===== config.mk =====
export PLATFORM = sky130hd
export DESIGN_NAME = classifier_argmax_ctrl
export DESIGN_NICKNAME = d
export VERILOG_FILES = /design/src/rtl/classifier_argmax_ctrl.sv
export SDC_FILE = /design/constraint.sdc
export NUM_CORES = 1
export LEC_CHECK = 0
export ABC_AREA = 1
export CAP_MARGIN = 20
export CORE_MARGIN = 2
export CORE_UTILIZATION = 30
export DETAILED_ROUTE_END_ITERATION = 8
export HOLD_SLACK_MARGIN = 0.15
export PLACE_DENSITY_LB_ADDON = 0.05
export SYNTH_ARGS = -nofsm -noshare
export SYNTH_HDL_FRONTEND = slang
export SYNTH_SLANG_ARGS = --single-unit

===== constraint.sdc =====
create_clock -name clk -period 2.5 [get_ports clk]
set_input_delay 0.5 -clock clk [delete_from_list [all_inputs] [get_ports clk]]
set_output_delay 0.5 -clock clk [all_outputs]
set_load 0.005 [all_outputs]

===== src/rtl/classifier_argmax_ctrl.sv =====
// classifier_argmax_ctrl: row sequencer and signed argmax over multiplier row scores.
// Optional per-row score readback bank enabled by ARGMAX_SCORE_BANK_EN.
module classifier_argmax_ctrl #(
  parameter int NUM_ROWS = 10,
  parameter int SCORE_W  = 16,
  parameter int ROW_W    = 4
) (
  input  logic               clk,
  input  logic               n_rst,
  input  logic               start,
  output logic               begin_mult,
  output logic [ROW_W-1:0]   row_select,
  input  logic               done_row,
  input  logic [SCORE_W-1:0] row_result,
  output logic               busy,
  output logic               result_valid,
  output logic [ROW_W-1:0]   class_out,
`ifdef ARGMAX_SCORE_BANK_EN
  input  logic [ROW_W-1:0]   score_sel,
  output logic [SCORE_W-1:0] score_rd,
`endif
  output logic [SCORE_W-1:0] max_score
);
  typedef enum logic [2:0] {S_IDLE, S_ISSUE, S_WAIT, S_CAPTURE, S_DONE} state_t;
  state_t             state_q;
  logic               done_q, begin_q, busy_q, valid_q;
  logic [ROW_W-1:0]   row_q, class_q, run_idx_q, best_idx_d;
  logic [SCORE_W-1:0] max_q, run_max_q, best_max_d;
  logic               edge_d, upd_d, last_d;
  assign begin_mult   = begin_q;
  assign row_select   = row_q;
  assign busy         = busy_q;
  assign result_valid = valid_q;
  assign class_out    = class_q;
  assign max_score    = max_q;
  always_comb begin
    edge_d     = done_row & ~done_q;
    upd_d      = (row_q == '0) || ($signed(row_result) > $signed(run_max_q));
    best_max_d = upd_d ? row_result : run_max_q;
    best_idx_d = upd_d ? row_q : run_idx_q;
    last_d     = row_q == ROW_W'(NUM_ROWS - 1);
  end
  always_ff @(posedge clk or negedge n_rst) begin
    if (!n_rst) begin
      state_q   <= S_IDLE;
      done_q    <= 1'b0;
      begin_q   <= 1'b0;
      busy_q    <= 1'b0;
      valid_q   <= 1'b0;
      row_q     <= '0;
      class_q   <= '0;
      max_q     <= '0;
      run_idx_q <= '0;
      run_max_q <= '0;
    end else begin
      done_q <= done_row;
      case (state_q)
        S_IDLE: if (start) begin
          state_q <= S_ISSUE;
          row_q   <= '0;
          begin_q <= 1'b1;
          busy_q  <= 1'b1;
        end
        S_ISSUE: begin
          state_q <= S_WAIT;
          begin_q <= 1'b0;
        end
        S_WAIT: if (edge_d) state_q <= S_CAPTURE;
        S_CAPTURE: begin
          run_max_q <= best_max_d;
          run_idx_q <= best_idx_d;
          if (last_d) begin
            state_q <= S_DONE;
            valid_q <= 1'b1;
            busy_q  <= 1'b0;
            class_q <= best_idx_d;
            max_q   <= best_max_d;
          end else begin
            state_q <= S_ISSUE;
            row_q   <= row_q + 1'b1;
            begin_q <= 1'b1;
          end
        end
        S_DONE: begin
          state_q <= S_IDLE;
          valid_q <= 1'b0;
        end
        default: state_q <= S_IDLE;
      endcase
    end
  end
`ifdef ARGMAX_SCORE_BANK_EN
  logic [SCORE_W-1:0] bank_q [NUM_ROWS];
  always_ff @(posedge clk or negedge n_rst) begin
    if (!n_rst) begin
      for (int i = 0; i < NUM_ROWS; i++) bank_q[i] <= '0;
    end else if (state_q == S_CAPTURE) begin
      bank_q[row_q] <= row_result;
    end
  end
  assign score_rd = ({1'b0, score_sel} < (ROW_W+1)'(NUM_ROWS)) ? bank_q[score_sel] : '0;
`endif
endmodule

After elaboration in Yosys (flattened, before gate mapping) --
Cells that the tools add are included.
Cells by class: reduce and logical (&&, ||, !) cells 12, muxes and demuxes 16, equal/unequal tests 9, order comparisons 1, bitwise logic cells 2, add/sub/neg operators 1
Operator list (number):
- $gt 16x16->1 | 1
- $mux 16 | 1
- $mux 4 | 3
- $pmux 3 s4 | 1
- $mux 3 | 3
- $reduce_and 3->1 | 3
- $ne 2x2->1 const B | 4
- $pmux 4 s2 | 1
- $eq 3x2->1 const B | 2
- $reduce_and 2->1 | 3
- $add 4x1->4 const B | 1
- $eq 4x4->1 const B | 1
- $logic_not 4->1 | 1
- $mux 1 | 4
- $pmux 1 s2 | 2
- $reduce_bool 2->1 | 2
- $eq 3x1->1 const B | 1
- $eq 3x3->1 const B | 1
- $logic_not 3->1 | 1
- $pmux 1 s3 | 1
- $reduce_bool 3->1 | 1
- $and 1x1->1 | 1
- $logic_or 1x1->1 | 1
- $not 1->1 | 1
Storage, ports and cells: register bits after elaboration 51, logic and storage cells 51, input bits 20, output and inout bits 27

Depth between registers and ports, before layout --
Gate-level depths: netlist of run 1.
depth in word-level cells 4, mapped depth 18

Worst setup path before layout of run 1 --
OpenSTA, ideal clock, no wires.
path type input port to flip-flop, start input row_result[15], end register max_q[0], in the netlist max_score[0], cell stages on the path 12, required time 2.383 ns, setup time 0.117 ns, arrival 1.854 ns, path slack 0.529 ns, cell sequence ha_1 a21oi_1 o21ai_1 a21oi_2 nand2_1 nand2_2 nand3_4 nand2_4 buf_12 nand2_4 nand3_1 nand2_1
Between the ends: longest elaborated chain between the ends 3
RTL lines:
- from (decl) | RTL line 14 | input logic [SCORE_W-1:0] row_result,
- $gt 16x16->1 | RTL line 38 | upd_d = (row_q == '0) || ($signed(row_result) > $signed(run_max_q));
- $logic_or 1x1->1 | RTL line 38
- $mux 16 | RTL line 39 | best_max_d = upd_d ? row_result : run_max_q;
- to (signal assigned) | RTL line 77 | max_q <= best_max_d;
- to (decl) | RTL line 28 | logic [SCORE_W-1:0] max_q, run_max_q, best_max_d;
Every way passes these cells. A chain may end at the register's enable or synchronous reset.

Final worst setup path of run 1 --
start input row_result[15], end register class_q[1], in the netlist class_out[1]
Between the ends: longest elaborated chain between the ends 3
RTL lines:
- $gt 16x16->1 | RTL line 38
- $logic_or 1x1->1 | RTL line 38
- $mux 4 | RTL line 40 | best_idx_d = upd_d ? row_q : run_idx_q;
- to (signal assigned) | RTL line 76 | class_q <= best_idx_d;
- to (decl) | RTL line 27 | logic [ROW_W-1:0] row_q, class_q, run_idx_q, best_idx_d;
Every way passes these cells.

==> results of run 1 <==
==> repair_timing <==
item,in CTS,in global routing
endpoints found under the hold margin,0,0
endpoints found under the setup margin,0,4
resized for setup,0,1
==> logic make-up (layout without fill, tap and decap cells) <==
group,after synthesis,after routing,share of synthesized area
compound gates,19,19,0.0356
fa+ha+maj,19,19,0.0814
flops,51,51,0.437
buf+inv,66,125,0.0943
simple gates,214,214,0.351
==> flip-flops by register name, indices dropped and copies added, names as in the netlist <==
| name | cells |
|---|---|
| begin_mult | 1 |
| busy | 1 |
| class_out | 4 |
| done_q | 1 |
| max_score | 16 |
| result_valid | 1 |
| row_select | 4 |
| run_idx_q | 4 |
| run_max_q | 16 |
| state_q | 3 |
==> metal layers <==
layer  wire length [um]  share of wire  vias up  global-route usage
met5                  0              0        -                   0
met4                 66         0.0092        0              0.0338
met3                260          0.036        4              0.0251
met2               3270           0.46       44               0.246
met1               3590           0.50     1117               0.210
li1                   -              -     1280                   -
==> worst max path at each step <==
stage | from | end | cells after the start
6_report | row_result[15] | class_out[1]$_DFFE_PN0P_ | 13
5_1_grt | row_result[3] | class_out[1]$_DFFE_PN0P_ | 17
4_1_cts | row_result[3] | max_score[13]$_DFFE_PN0P_ | 17
3_5_place_dp | row_result[3] | run_max_q[14]$_DFFE_PN0P_ | 17
3_3_place_gp | row_result[3] | max_score[11]$_DFFE_PN0P_ | 17
2_1_floorplan | row_result[15] | max_score[0]$_DFFE_PN0P_ | 12
==> worst register-to-register path, stage by stage (launching register included) <==
cell and delay (ns):
dfrtp_1 0.37, inv_1 0.06, ha_1 0.32, a21oi_1 0.17
o21ai_1 0.10, a21oi_2 0.16, nand2_1 0.09, nand2_2 0.09
nand3_4 0.09, nand2_4 0.10, buf_12 0.16, nand2_1 0.07
nand3_1 0.08, nand2_1 0.06
==> cell usage in the layout, fill, tap and decap left out, drive strengths merged <==
master           n
clkinv           1
inv             53
o22ai            2
clkbuf           6
a21o             1
bufinv           1
clkdlybuf4s50   45
nand4            3
nor2            10
dfrtp           51
or2              1
ha              19
nor3             4
buf             19
nand2          130
nand3           66
a21oi           11
o21ai            5
==> power groups by stage <==
stage / registers [mW] / logic (mW) / clock network, mW
final: 1.26 / 2.37 / 0.608
after global routing: 1.30 / 2.73 / 0.661
after CTS: 1.27 / 2.41 / 0.642
after detailed placement: 1.28 / 2.40 / 0
after global placement: 1.28 / 2.39 / 0
after floorplan: 1.26 / 1.59 / 0
==> per-stage QoR <==
stage	std cells	TNS (ns)	hold WS, ns	total power [mW]
after global placement	553	-3.30	0.463	3.67
after detailed placement	553	-3.20	0.464	3.68
after CTS	561	0	0.342	4.32
after floorplan	369	0	0.204	2.85
after global routing	561	0	0.384	4.70
final	561	0	0.304	4.25
==> area by class of cell <==
type / instances / area share
Multi-Input combinational cell: 252 / 0.366
Sequential cell: 51 / 0.342
Timing Repair Buffer: 64 / 0.163
Inverter: 53 / 0.0533
Tap cell: 133 / 0.0446
Clock buffer: 6 / 0.0221
Clock inverter: 2 / 0.00938
==> impl_metrics.toml, run 1 <==
[worst_setup_path]
critPathSlowestCell = "clkdlybuf4s50_1"
crit_chain = "clkdlybuf4s50_1 > ha_1 > a21oi_1 > o21ai_1 > a21oi_2 > nand2_1 > nand2_2 > nand3_4 > nand2_4 > buf_12 > nand2_1 > nand3_1 > nand2_1"
path_class = "input pin to flip-flop"
reg2reg_slack_ns = 0.49
end_kind = "flip-flop"
cp_max_fo = 10
max_stage_delay_ns = 0.44
critPathLaunchType = "input pin"
rr_endpoint = "class_out[1]$_DFFE_PN0P_"
cpMostUsedCell = "nand2_1"
arrival_ns = 2.47
crit_family = "buffers and inverters"
worst-path-buf-inv = 2
cp_data_required_time_ns = 2.70
reg2regPathDepth = 13
r2r-start = "run_max_q[15]$_DFFE_PN0P_"

[global_routing]
grt_remaining_overflow = 0
grt_pass1_wl_um = 12300
grt_pass1_vias = 2514
grtUsageTotal = 0.151
grt_max_degree = 52
antenna_found_initial = 0

[routing]
drt_iter0_markers = 79
vias = 2445
drc = 0
wire_per_inst_um = 12.8
postRouteAntennaNets = 0
post_drt_via_cell_ratio = 4.36
drt-pass1-iter-count = 4
totalWireLength_um = 7190

[final_layout]
seq_area_um2 = 1280
nFillCells = 999
area_growth_pct = 27.9
antennaDiodeCount = 0
multiInputGateArea_um2 = 1370
fin_nets = 466
final_core_util = 0.389
final_cell_area_um2 = 3730
drive_above_1_share = 0.119

[timing]
hold_viol_final = 0
finalMaxSlewViolations = 0
min_period_ns = 2.27
tightest_slew_ns = 0.785
finClkSkew_ns = 0.00442
finalSetupViolations = 0
clock.fmax_mhz = 441
timing.final.ws_setup_ns = 0.232
grt_setup_unrepaired = "false"
fin_crit_sh = 0.907
maxSlewHeadroom = 0.476

[floorplanning]
core.rowCount = 36
dieArea_um2 = 10500
die_w_um = 103
design.core.area_um2 = 9590
ios = 47
initial_utilization = 0.304
die_y_um = 103

[hold_path]
hp-class = "input pin to async pin"

[synth]
yosys.area.top_type = "dfrtp_1"
synth-edff-count = 0
synth-seq-cells = 51
synth_area_leaders = "dfrtp_1 44%, nand2_1 15%, nand3_1 11%"
async_reset_ff_frac = 1.00
synth_flop_cell = "dfrtp_1"
yosys-top-cells-count = "117 x nand2_1, 64 x nand3_1, 51 x dfrtp_1, 51 x inv_1, 19 x ha_1"
synth_area_um2 = 2920
synthCells = 369
yosysTopAreaCellShare = 0.437
synth_most_common_cell = "nand2_1"
synth_fp_nets = 408
synth.avg_cell_area_um2 = 7.91
yosysWarnings = 0
ys_seq_area_frac = 0.437
ys_types = 27

[clocking]
h-tree-depth = 2
clk_path_buf_depth = 2
cts_num_sinks = 51
ctsHoldBuffers = 0
post_cts_buffers = 0
ctsRootBufferMaster = "clkbuf_8"
clk_pin_slew_ns = 0.10
cts_tree = "yes"
clk_latency_ns = 0.30
numCtsBuffers = 5

[power_and_ir_drop]
swShare = 0.431
power_frac_comb = 0.559
p_switching_mw = 1.83
power.share.clock = 0.143
intPower_mw = 2.42
pwr-share-seq = 0.298
powerDensity_nw_per_um2 = 1140
irDropWorstVdd_uv = 354
leakage_nw = 1.90

[placement]
dp_slack_ns = -0.121
gp_congestion = 0.793
place_area_um2 = 3610
portBuffers = 46
dp.final_hpwl_um = 5050

[status]
status = "finished, final reports clean"

[flow_run]
drv_cap = 0
Power figures use the tool's default switching activity.
==> inputs of run 2 (changes only) <==
--- a/config.mk
+++ b/config.mk
@@ -7,7 +7,6 @@
 export LEC_CHECK = 0
 export ABC_AREA = 1
 export CAP_MARGIN = 20
-export CORE_MARGIN = 2
 export CORE_UTILIZATION = 30
 export DETAILED_ROUTE_END_ITERATION = 8
 export HOLD_SLACK_MARGIN = 0.15
==> run 2 against run 1 <==
Effect of this change: total power is 0.27% higher; register-to-register slack worse by 0.08 ns; combinational power is 3% higher; clock-buffer cell count is 2 higher; utilization is 1.4 points higher; worst hold slack better by 0.18 ns; fmax is 3.4% lower; sequential cell count stayed put; setup slack worse by 0.079 ns.
==> impl_metrics.toml, run 2 (synthesis results as in run 1) <==
[clocking]
clk_path_buf_depth = 2
clk_latency_ns = 0.30
clk_pin_slew_ns = 0.09
numCtsBuffers = 5
cts_tree = "yes"
h-tree-depth = 2
ctsHoldBuffers = 1
cts_resized = 0
post_cts_buffers = 0
cts_num_sinks = 51
ctsRootBufferMaster = "clkbuf_8"

[final_layout]
drive_above_1_share = 0.123
nFillCells = 994
antennaDiodeCount = 0
area_growth_pct = 29.0
layout_common_cells = "117 x nand2_1, 64 x nand3_1, 51 x inv_1, 51 x dfrtp_1, 45 x clkdlybuf4s50_1"
final_common_cell = "nand2_1"
final_core_util = 0.404
fin_nets = 470

[timing]
fin_crit_sh = 0.939
finalMaxSlewViolations = 0
clock.fmax_mhz = 426
min_period_ns = 2.35
maxSlewHeadroom = 0.462
finalSetupViolations = 0
hold_viol_final = 0
finClkSkew_ns = 0.00578
tightest_slew_ns = 0.805
grt_setup_unrepaired = "false"
setup-tns-final_ns = 0

[status]
status = "finished, final reports clean"

[power_and_ir_drop]
powerDensity_nw_per_um2 = 1130
leakage_nw = 1.92
finalPower_mw = 4.26
irDropWorstVdd_uv = 444

[routing]
wire_per_inst_um = 13.1
drc = 0
drt-pass1-iter-count = 4
drt_iter0_markers = 139
totalWireLength_um = 7370
top_layer = "met4"
postRouteAntennaNets = 0
post_drt_via_cell_ratio = 4.39
vias = 2462
wl_met3_um = 257
wl_met2_um = 3200
wl_met1_um = 3850

[floorplanning]
initial_utilization = 0.313
core.rowCount = 35
die_w_um = 101
die_y_um = 101
design.core.area_um2 = 9330
ios = 47
dieArea_um2 = 10100

[worst_setup_path]
critPathLaunchType = "input pin"
cp_max_fo = 10
end_kind = "flip-flop"
path_class = "input pin to flip-flop"
cp_data_required_time_ns = 2.69
arrival_ns = 2.54

[hold_path]
hp-class = "flip-flop to flip-flop"

[global_routing]
antenna_found_initial = 0
grt_pass1_vias = 2577
grt_pass1_wl_um = 12800
grt_remaining_overflow = 0
grtUsageTotal = 0.163
grt_max_degree = 28

[flow_run]
drv_cap = 0

[placement]
portBuffers = 46
dp.final_hpwl_um = 5180
gp_congestion = 0.731
-- run 2: changes by cell type in the layout (fill, tap and decap cells not counted) --
cell and delta:
buf_4 +2, buf_12 +2, clkbuf_1 +1, buf_6 -1
clkinv_2 -1, dlygate4sd3_1 +1, clkbuf_8 +1, bufinv_16 -1
-- run 2: critical path, cell delays in order --
cell and delay, ns:
clkdlybuf4s50_1 0.44, ha_1 0.32, a21oi_1 0.15, nor2_1 0.05, nor2_1 0.15, nand2_1 0.07
nand2_1 0.09, nand2_1 0.07, nand2_2 0.09, nand3_4 0.11, nand2_4 0.12, buf_12 0.17
nand2_1 0.08, nand3_1 0.08, nand2_1 0.07
-- run 2: layout make-up --
cell class / count / area, um^2 / share of cell area
Timing Repair Buffer: 68 / 661 / 0.175
Clock buffer: 8 / 100 / 0.0266
Tap cell: 129 / 161 / 0.0429
Sequential cell: 51 / 1280 / 0.339
Inverter: 53 / 199 / 0.0528
Multi-Input combinational cell: 252 / 1370 / 0.363
-- run 2: final timing paths --
kind,endpoint,from,slack (ns),cells past startpoint
max,run_max_q[6]$_DFFE_PN0P_,row_result[5],0.15,15
min,max_score[13]$_DFFE_PN0P_,max_score[13]$_DFFE_PN0P_,0.48,2
max reg2reg,run_max_q[6]$_DFFE_PN0P_,run_max_q[5]$_DFFE_PN0P_,0.41,15
min reg2reg,max_score[13]$_DFFE_PN0P_,max_score[13]$_DFFE_PN0P_,0.48,2
max in group asynchronous,run_max_q[11]$_DFFE_PN0P_,n_rst,1.38,3
min in group asynchronous,max_score[1]$_DFFE_PN0P_,n_rst,0.58,2
-- run 2: metal layers --
metal  up-vias  track usage
met2        45        0.257
li1       1287            -
met5         -            0
met4         0       0.0334
met3         4       0.0277
met1      1126        0.234
-- run 2: per-stage QoR --
step	cells	worst slack [ns]	area [um^2]	hold slack, ns
3_5_place_dp	552	-0.185	3650	0.382
6_report	561	0.153	3760	0.483
5_1_grt	561	0.000705	3760	0.505
3_3_place_gp	552	-0.111	3650	0.385
2_1_floorplan	369	0.529	2920	0.204
4_1_cts	561	0.149	3760	0.492
-- run 2: where the power goes --
| part | switching [mW] | total (mW) | leakage, nW | internal (mW) |
|---|---|---|---|---|
| Clock | 0.286 | 0.539 | 0.0515 | 0.254 |
| Combinational | 1.40 | 2.45 | 1.29 | 1.05 |
| Sequential | 0.159 | 1.26 | 0.570 | 1.10 |
==> inputs of run 3 (changes only) <==
--- a/config.mk
+++ b/config.mk
@@ -9,8 +9,10 @@
 export CAP_MARGIN = 20
 export CORE_UTILIZATION = 30
 export DETAILED_ROUTE_END_ITERATION = 8
+export GPL_TIMING_DRIVEN = 0
 export HOLD_SLACK_MARGIN = 0.15
 export PLACE_DENSITY_LB_ADDON = 0.05
+export SKIP_CTS_REPAIR_TIMING = 1
 export SYNTH_ARGS = -nofsm -noshare
 export SYNTH_HDL_FRONTEND = slang
 export SYNTH_SLANG_ARGS = --single-unit
==> run 3 against run 2 <==
Effect of this change: clock skew about the same; total power is 2.1% lower; wire length fell by 1.2%; critical path depth is the same; design area shrank 1.9%; combinational power is 4% lower; first-iteration DRC count is 35% lower; sequential power barely moved; final cell count is 1.2% lower; die area is the same; largest power group unchanged.
==> impl_metrics.toml, run 3 (synthesis results as in run 1) <==
[status]
status = "finished, final reports clean"

[worst_setup_path]
cp_max_fo = 10
r2r-start = "run_max_q[5]$_DFFE_PN0P_"
reg2regPathDepth = 15
critPathLaunchType = "input pin"
cp.depth = 15
arrival_ns = 2.53
cp_data_required_time_ns = 2.70
reg2reg_slack_ns = 0.43
end_kind = "flip-flop"
critPathSlowestCell = "clkdlybuf4s50_1"
path_class = "input pin to flip-flop"
max_stage_delay_ns = 0.43
worst-path-buf-inv = 2
crit_start = "row_result[5]"
crit_chain = "clkdlybuf4s50_1 > ha_1 > a21oi_1 > nor2_1 > nor2_2 > nand2_1 > nand2_1 > nand2_1 > nand2_2 > nand3_4 > nand2_8 > clkbuf_16 > nand2_4 > nand3_1 > nand2_1"
cpMostUsedCell = "nand2_1"
crit_family = "simple AND/OR/NAND/NOR gates"
crit_end = "run_max_q[12]$_DFFE_PN0P_"
rr_endpoint = "run_max_q[12]$_DFFE_PN0P_"

[timing]
whs_ns = 0.190
clock.fmax_mhz = 429
setup-tns-final_ns = 0
finalMaxSlewViolations = 0
tightest_slew_ns = 0.624
min_period_ns = 2.33
maxSlewHeadroom = 0.584
grt_setup_unrepaired = "true"
fin_crit_sh = 0.932
hold_viol_final = 0
finClkSkew_ns = 0.00532
finalSetupViolations = 0

[routing]
wire_per_inst_um = 13.1
wl_met2_um = 3310
wl_met1_um = 3700
vias = 2473
wl_met3_um = 218
postRouteAntennaNets = 0
drc = 0
drt_iter0_markers = 90
top_layer = "met4"
post_drt_via_cell_ratio = 4.46
drt-pass1-iter-count = 4
totalWireLength_um = 7280

[final_layout]
layout_common_cells = "117 x nand2_1, 64 x nand3_1, 51 x inv_1, 51 x dfrtp_1, 45 x clkdlybuf4s50_1"
final_cell_area_um2 = 3690
area_growth_pct = 26.6
nFillCells = 970
fin_nets = 463
seq_area_um2 = 1280
drive_above_1_share = 0.101
final_core_util = 0.396
multiInputGateArea_um2 = 1380
antennaDiodeCount = 0
final_common_cell = "nand2_1"

[power_and_ir_drop]
leakage_nw = 1.87
irDropWorstVdd_uv = 359
powerDensity_nw_per_um2 = 1130

[placement]
portBuffers = 46
place_area_um2 = 3560
dp.final_hpwl_um = 5270
gp_congestion = 0.761

[floorplanning]
ios = 47
die_y_um = 101
core.rowCount = 35
design.core.area_um2 = 9330
initial_utilization = 0.313
die_w_um = 101
dieArea_um2 = 10100

[clocking]
numCtsBuffers = 5
cts_tree = "yes"
clk_path_buf_depth = 2
ctsRootBufferMaster = "clkbuf_8"
clk_pin_slew_ns = 0.10
clk_latency_ns = 0.30
cts_num_sinks = 51
h-tree-depth = 2

[global_routing]
grt_max_degree = 29
grt_remaining_overflow = 0
grt_pass1_vias = 2483
grt_pass1_wl_um = 12200
antenna_found_initial = 0
grtUsageTotal = 0.158

[flow_run]
drv_cap = 0

[hold_path]
hp-class = "input pin to async pin"
run 3: cell count changes in the layout (fill, tap and decap cells not counted):
cell / delta
nor2_1: -1
clkbuf_1: +5
buf_12: -1
buf_4: -16
nand2_8: +1
nand2_4: -1
buf_2: +5
clkbuf_16: +1
dlygate4sd3_1: -1
nor2_2: +1
run 3: how the worst min path moves through the flow:
stage,from,end,cells past startpoint
2_1_floorplan,n_rst,begin_mult$_DFFE_PN0P_,0
5_1_grt,n_rst,max_score[0]$_DFFE_PN0P_,1
6_report,n_rst,max_score[0]$_DFFE_PN0P_,1
3_5_place_dp,run_max_q[8]$_DFFE_PN0P_,run_max_q[8]$_DFFE_PN0P_,2
4_1_cts,n_rst,max_score[0]$_DFFE_PN0P_,1
3_3_place_gp,run_max_q[13]$_DFFE_PN0P_,run_max_q[13]$_DFFE_PN0P_,2
run 3: per-stage QoR:
step	instances	total power, mW	setup slack [ns]
after detailed placement	545	3.56	-0.226
after global placement	544	3.55	-0.876
after CTS	553	4.13	0.0818
after global routing	554	4.59	-0.0102
after floorplan	369	2.85	0.529
final	554	4.17	0.170
run 3: layout make-up:
| class | count | share of cell area |
|---|---|---|
| plain buffers | 13 | 0.0213 |
| repair buffers | 48 | 0.135 |
| multi-input cells | 252 | 0.373 |
| well taps | 129 | 0.0437 |
| flip-flops and latches | 51 | 0.345 |
| clock buffers | 8 | 0.0271 |
| inverters | 53 | 0.0538 |
run 3: metal layers:
metal,vias to the layer above,track usage
met1,1151,0.213
met2,44,0.264
met5,-,0
met4,0,0.0390
li1,1273,-
met3,5,0.0236
run 3: worst reg2reg max path, cell delays in order (launching register included):
cell and delay (ns):
dfrtp_1 0.38, inv_1 0.08, ha_1 0.24, a21oi_1 0.16, nor2_1 0.07, nor2_2 0.12, nand2_1 0.07, nand2_1 0.08
nand2_1 0.07, nand2_2 0.10, nand3_4 0.11, nand2_8 0.14, clkbuf_16 0.19, nand2_4 0.04, nand3_1 0.07, nand2_1 0.06
run 3: report_power, final:
part	switching, mW	total [mW]	internal (mW)
clock	0.284	0.537	0.254
sequential	0.163	1.27	1.10
combinational	1.41	2.36	0.957
